$ cat src/rtl/absolute_value.sv
// Streaming two's-complement absolute-value stage: one registered cycle of latency,
// valid strobe aligned with the magnitude, optional saturation of the most-negative code.
module absolute_value #(
    parameter int DATA_WIDTH = 16,
    parameter int SATURATE   = 1
) (
    input  logic                  iclk,
    input  logic                  irst,
    input  logic                  ivalid,
    input  logic [DATA_WIDTH-1:0] idata,
    output logic                  ovalid,
    output logic [DATA_WIDTH-1:0] odata,
    output logic                  osat
);

    localparam logic [DATA_WIDTH-1:0] MOST_NEG = {1'b1, {(DATA_WIDTH-1){1'b0}}};
    localparam logic [DATA_WIDTH-1:0] MAX_POS  = {1'b0, {(DATA_WIDTH-1){1'b1}}};
    localparam logic [DATA_WIDTH-1:0] ONE      = {{(DATA_WIDTH-1){1'b0}}, 1'b1};
    localparam bit                    SAT_EN   = (SATURATE != 0);

    logic                  valid_q;
    logic [DATA_WIDTH-1:0] data_q;
    logic [DATA_WIDTH-1:0] data_d;
    logic                  sat_q;
    logic                  sat_d;
    logic                  is_neg;
    logic                  is_min;
    logic [DATA_WIDTH-1:0] negated;

    // Without saturation the most-negative code negates onto itself (wrap).
    always_comb begin
        is_neg  = idata[DATA_WIDTH-1];
        is_min  = (idata == MOST_NEG);
        negated = (~idata) + ONE;
        sat_d   = 1'b0;
        data_d  = idata;
        if (is_neg) begin
            if (is_min && SAT_EN) begin
                data_d = MAX_POS;
                sat_d  = 1'b1;
            end else begin
                data_d = negated;
            end
        end
    end

    // Data and flag hold on idle cycles so downstream sees no toggling.
    always_ff @(posedge iclk or posedge irst) begin
        if (irst) begin
            valid_q <= 1'b0;
            data_q  <= '0;
            sat_q   <= 1'b0;
        end else begin
            valid_q <= ivalid;
            if (ivalid) begin
                data_q <= data_d;
                sat_q  <= sat_d;
            end
        end
    end

    assign ovalid = valid_q;
    assign odata  = data_q;
    assign osat   = sat_q;

endmodule

$ cat config.mk
export PLATFORM = sky130hd
export DESIGN_NAME = absolute_value
export DESIGN_NICKNAME = d
export VERILOG_FILES = /design/src/rtl/absolute_value.sv
export SDC_FILE = /design/constraint.sdc
export NUM_CORES = 1
export LEC_CHECK = 0
export CORE_AREA = 4 4 49 51
export CTS_CLUSTER_SIZE = 24
export DETAILED_ROUTE_END_ITERATION = 12
export DIE_AREA = 0 0 53 55
export DONT_BUFFER_PORTS = 1
export HOLD_SLACK_MARGIN = 0.15
export PLACE_DENSITY = 0.69
export SLEW_MARGIN = 40
export SYNTH_ARGS = -nofsm -noshare
export SYNTH_HDL_FRONTEND = slang
export SYNTH_SLANG_ARGS = --single-unit
$ cat constraint.sdc
create_clock -name iclk -period 2.3 [get_ports iclk]
set_input_delay 0.46 -clock iclk [delete_from_list [all_inputs] [get_ports iclk]]
set_output_delay 0.46 -clock iclk [all_outputs]
set_load 0.01 [all_outputs]
==> reports/metrics.csv, run 1 <==
stage,metric,value,unit
clocking,tritoncts,done,
global_route,grt_max_degree,22,
yosys,synth-simple-area-share,0.212,
global_route,grt_pass1_vias,806,
yosys,ys_types,36,
run,drv_cap,0,
yosys,ys_seq_area_frac,0.426,
min_path,min_path_type,input port to asynchronous set/reset pin,
yosys,synth_xor_area_frac,0.0993,
yosys,synth-adder-area-share,0.0118,
clocking,cts_buffer_depth,2,
power_and_ir_drop,intPower,0.455,mW
worst_setup_path,cp_slowest_stage_delay,440,ps
sta,period_share,0.808,
final_layout,layout_common_cells,"nor2_1, dfrtp_1, xor2_1, a21oi_1, inv_1",
power_and_ir_drop,power.density,587,nW/um2
yosys,synth.ff_latch_count,18,
worst_setup_path,cp_num_buf_inv,1,
yosys,syn_nets,131,
power_and_ir_drop,p_sw,0.181,mW
yosys,synth-edff-count,0,
floorplan,die_w,53,um
floorplan,floorplan.initialDensity,0.545,
worst_setup_path,critPathMaxFanout,12,
floorplan,io_pins,37,
route,vias,822,
sta,hold_viol,0,
worst_setup_path,critPathArrivalTime,2070,ps
sta,fmax,0.538,GHz
power_and_ir_drop,irDropWorstVdd,0.336,mV
floorplan,core,1940,um2
clocking,cts_root_buf,clkbuf_4,
sta,min_period,1860,ps
yosys,synthArstFlopShare,1.00,
sta,relSlewSlack,0.535,
sta,slew_viol_final,0,
final_layout,nets,130,
clocking,hold_buffers,0,
power_and_ir_drop,pwr-share-seq,0.614,
clocking,cts_buffers,3,
route,wirelength,2.28,mm
sta,rsz0062_at_grt,no,
global_route,antenna_found_initial,0,
route,route.detailed.drc,0,
placement,gp_congestion,0.817,
route,wire_per_inst,16.9,um
placement,placedCellCount,132,
power_and_ir_drop,swShare,0.285,
yosys,netlist_instances,111,
floorplan,die_h,55,um
global_route,grt_pass1_wl,3.68,mm
sta,tns,0,ps
worst_setup_path,crit_type,input port to flop,
power_and_ir_drop,p_comb_frac,0.145,
sta,worst_pin_slew,697,ps
final_layout,syn_to_final_growth,2.36,%
clocking,cts.clk_slew.worst_paths,100,ps
yosys,synth_compound_area_frac,0.195,
route,ant_nets,0,
worst_setup_path,endpoint_kind,flop,
yosys,yosys_warnings,0,
yosys,netlist_area,1060,um2
final_layout,final_common_cell,nor2_1,
worst_setup_path,critPathTopFamily,simple AND/OR/NAND/NOR gates,
worst_setup_path,cp.required,2510,ps
yosys,synth_mux_area_frac,0.00946,
clocking,htree_levels,1,
yosys,syn_area_per_cell,9.54,um2
sta,finClkSkew,0,ps
placement,hpwlAfterDp,1.69,mm
route,drtIter0Drc,11,
power_and_ir_drop,p_clk_frac,0.241,
worst_setup_path,start_kind,input port,
worst_setup_path,path_cells,inv_1 > ha_1 > or3b_1 > nor3_4 > a41oi_2 > a21oi_1,
floorplan,rows,16,
yosys,ys.flop_type,dfrtp_1,
floorplan,dieArea,2920,um2
power_and_ir_drop,p_leak,0.442,nW
clocking,clock_latency,280,ps
final_layout,layout.cells.non_filler,135,
yosys,synth_top_family_by_area,simple AND/OR/NAND/NOR gates,
final_layout,layout-drive-gt1-share,0.139,
clocking,cts_num_sinks,18,
global_route,grt.total_usage,0.178,
sta,finalSetupViolations,0,
outcome,status,"complete, no violations",
worst_setup_path,cp_slowest_cell,or3b_1,
route,viasPerCell,6.09,
clocking,post_cts_buffers,0,
final_layout,diodes,0,
clocking,cts_resized,0,
route,dr.pass1.iters,4,
final_layout,fin_util,0.558,
placement,port-buffer-count,0,
global_route,gr-total-overflow,0,
## flip-flops by register name, indices dropped and copies added (netlist names)
signal / count
osat: 1
ovalid: 1
odata: 16
## metrics by stage
step                      setup WS (ps)  hold WS [ps]  instance area, um2  power (mW)
after floorplan                     461           399                1060       0.480
after global placement              211           482                1060       0.487
after detailed placement            106           492                1060       0.491
after CTS                           427           174                1080       0.645
after global routing                268           167                1080       0.668
final                               442           155                1080       0.636
## synth_stat cells (2+ instances only)
master     n  share of area
a21oi_1    9          0.043
a21oi_2    3          0.025
clkbuf_1   3          0.011
dfrtp_1   18           0.43
inv_1      5          0.018
nand2_1    2         0.0071
nand3_1    2         0.0095
nor2_1    20          0.071
nor2b_1    2          0.012
nor3_1     2         0.0095
nor4_1     2          0.012
o21ai_0    4          0.019
o31ai_1    3          0.021
o41ai_1    2          0.017
or3_1      2          0.012
or3_4      2          0.021
xnor2_1    3          0.025
xor2_1     9          0.074
## final timing paths
check	startpoint	end	slack, ps	cells past startpoint
hold / removal	irst	odata[14]$_DFFE_PP0P_	150	1
min in group iclk	ivalid	ovalid$_DFF_PP0_	190	0
max in group asynchronous	irst	odata[1]$_DFFE_PP0P_	1700	1
setup / recovery	idata[0]	odata[0]$_DFFE_PP0P_	440	6
setup reg to reg	odata[8]$_DFFE_PP0P_	odata[8]$_DFFE_PP0P_	1430	2
hold reg to reg	osat$_DFFE_PP0P_	osat$_DFFE_PP0P_	570	2
## kinds of logic (layout without fill, tap and decap cells)
group,after synthesis,in the layout
and+or+nand+nor,40,40
AOI/OAI and AO/OA,28,28
buffers and inverters,11,8
adders and majority gates,1,1
xor gates and xnor gates,12,12
muxes,1,1
DFF,18,18
## metal layers
metal	share of wire	vias up	routed length [um]	track usage
met1	0.40	406	910	0.198
met5	0	-	0	0
met4	0.015	0	35	0.0894
met3	0.083	4	188	0.0509
met2	0.50	27	1140	0.312
li1	-	385	-	-
## power by group through the flow
stage                     clock network [mW]  registers, mW  logic [mW]
after floorplan                            0          0.390      0.0901
after global placement                     0          0.397      0.0904
after detailed placement                   0          0.398      0.0935
after CTS                              0.159          0.392      0.0938
after global routing                   0.167          0.395       0.106
final                                  0.153          0.390      0.0920
## layout make-up
cell class | instances | area (um2)
Fill cell | 193 | 858
Tap cell | 27 | 33.8
Clock buffer | 3 | 22.5
Inverter | 5 | 18.8
Sequential cell | 18 | 450
Multi-Input combinational cell | 82 | 558
No activity file was read; power rests on OpenSTA's default activity.
==> run 2, diff against run 1 <==
==> constraint.sdc (replaced) <==
create_clock -name iclk -period 1.9 [get_ports iclk]
set_input_delay 0.38 -clock iclk [delete_from_list [all_inputs] [get_ports iclk]]
set_output_delay 0.38 -clock iclk [all_outputs]
set_load 0.01 [all_outputs]
==> run 2 against run 1 <==
Net effect:
- sequential share of layout area down 2.1 points
- design area up 5.2%
- hold slack improved by 18 ps
- sequential power is 21% higher
- critical path depth grew 1
- global-route usage fell by 0.89 points
- cell count is 4.4% higher
- non-clock buffer count grew 5
- clock-buffer cell count increased by 1
- die area unchanged
==> reports/metrics.csv, run 2 (synthesis gave the netlist of run 1 again) <==
stage,metric,value,unit
outcome,status,"complete, no violations",
clocking,htree_levels,1,
floorplan,floorplan.initialDensity,0.545,
placement,hpwlAfterDp,1.70,mm
sta,worst_pin_slew,686,ps
worst_setup_path,endpoint_kind,flop,
route,vias,805,
global_route,gr-total-overflow,0,
worst_setup_path,cp_slowest_stage_delay,450,ps
placement,gp_congestion,0.811,
sta,relSlewSlack,0.542,
route,drtIter0Drc,13,
min_path,min_path_type,input port to flop,
global_route,antenna_found_initial,0,
worst_setup_path,start_kind,input port,
global_route,grt_max_degree,22,
sta,min_period,1490,ps
sta,finClkSkew,0,ps
floorplan,dieArea,2920,um2
power_and_ir_drop,p_leak,0.473,nW
floorplan,rows,16,
clocking,cts_buffer_depth,2,
worst_setup_path,cp.required,2130,ps
clocking,clock_latency,290,ps
final_layout,layout.cells.non_filler,141,
route,dr.pass1.iters,4,
worst_setup_path,cp.depth,7,
sta,rsz0062_at_grt,no,
clocking,post_cts_buffers,0,
floorplan,io_pins,37,
final_layout,syn_to_final_growth,7.68,%
final_layout,final_cell_area,1140,um2
clocking,cts_root_buf,clkbuf_4,
sta,tns,0,ps
sta,hold_viol,0,
clocking,cts_num_sinks,18,
sta,slew_viol_final,0,
placement,placedCellCount,135,
clocking,cts_buffers,3,
worst_setup_path,reg2reg_depth,2,
route,ant_nets,0,
floorplan,die_w,53,um
route,route.detailed.drc,0,
min_path,holdPathStages,1,
final_layout,diodes,0,
global_route,grt.total_usage,0.169,
worst_setup_path,critPathTopFamily,simple AND/OR/NAND/NOR gates,
clocking,tritoncts,done,
final_layout,nets,135,
clocking,cts.clk_slew.worst_paths,100,ps
worst_setup_path,critPathArrivalTime,1720,ps
final_layout,layout_common_cells,"nor2_1, dfrtp_1, xor2_1, a21oi_1, inv_1",
global_route,grt_pass1_vias,793,
sta,period_share,0.787,
worst_setup_path,cp_num_buf_inv,2,
worst_setup_path,critPathMaxFanout,6,
worst_setup_path,path_cells,inv_1 > ha_1 > or3b_1 > nor3_4 > a41oi_2 > buf_4 > a21oi_1,
worst_setup_path,cp_slowest_cell,or3b_1,
route,wirelength,2.21,mm
route,wire_per_inst,15.7,um
global_route,grt_pass1_wl,3.56,mm
sta,finalSetupViolations,0,
route,viasPerCell,5.71,
power_and_ir_drop,power.density,726,nW/um2
placement,port-buffer-count,0,
power_and_ir_drop,irDropWorstVdd,0.533,mV
final_layout,largest_reg_flops,16,
clocking,cts_resized,0,
worst_setup_path,crit_type,input port to flop,
floorplan,die_h,55,um
sta,fmax,0.669,GHz
run,drv_cap,0,
final_layout,layout-drive-gt1-share,0.167,
floorplan,core,1940,um2
final_layout,final_common_cell,nor2_1,
placement,placed_cell_area,1080,um2
clocking,hold_buffers,2,
==> run 2: changes by cell type in the layout (fill, tap and decap cells not counted), sizes merged <==
cell	change
buf	+3
dlygate4sd3	+2
clkbuf	+1
==> run 2: final cells by class <==
type                            instances  area, um2
Inverter                                5       18.8
Timing Repair Buffer                    5       42.5
Clock buffer                            4       36.3
Tap cell                               27       33.8
Multi-Input combinational cell         82        558
Sequential cell                        18        450
Fill cell                             186        802
==> run 2: final timing paths <==
kind	start	to	slack (ps)
max	idata[0]	odata[0]$_DFFE_PP0P_	410
min	ivalid	odata[12]$_DFFE_PP0P_	170
max reg2reg	odata[8]$_DFFE_PP0P_	odata[8]$_DFFE_PP0P_	1030
min reg2reg	osat$_DFFE_PP0P_	osat$_DFFE_PP0P_	570
max in group asynchronous	irst	odata[10]$_DFFE_PP0P_	850
min in group asynchronous	irst	odata[11]$_DFFE_PP0P_	620
==> run 2: routing by layer <==
| layer | part of all wire | GRT usage | vias to the layer above | wire (um) |
|---|---|---|---|---|
| li1 | - | - | 401 | - |
| met1 | 0.43 | 0.184 | 383 | 956 |
| met2 | 0.48 | 0.304 | 19 | 1060 |
| met3 | 0.083 | 0.0509 | 2 | 184 |
| met4 | 0.0045 | 0.0766 | 0 | 10 |
| met5 | 0 | 0 | - | 0 |
==> run 2: through the flow <==
| step | total power, mW | util | setup WS [ps] | hold WS, ps |
|---|---|---|---|---|
| floorplan | 0.581 | - | 141 | 319 |
| global placement | 0.594 | 0.558 | 156 | 406 |
| detailed placement | 0.598 | 0.558 | 82.3 | 412 |
| CTS | 0.842 | 0.587 | 414 | 160 |
| global route | 0.869 | 0.587 | 299 | 166 |
| finish | 0.827 | 0.587 | 406 | 173 |
==> run 2: power by group <==
group	switching [mW]	total (mW)	internal, mW
Clock	0.121	0.237	0.117
Sequential	0.0480	0.472	0.424
Combinational	0.0601	0.118	0.0579
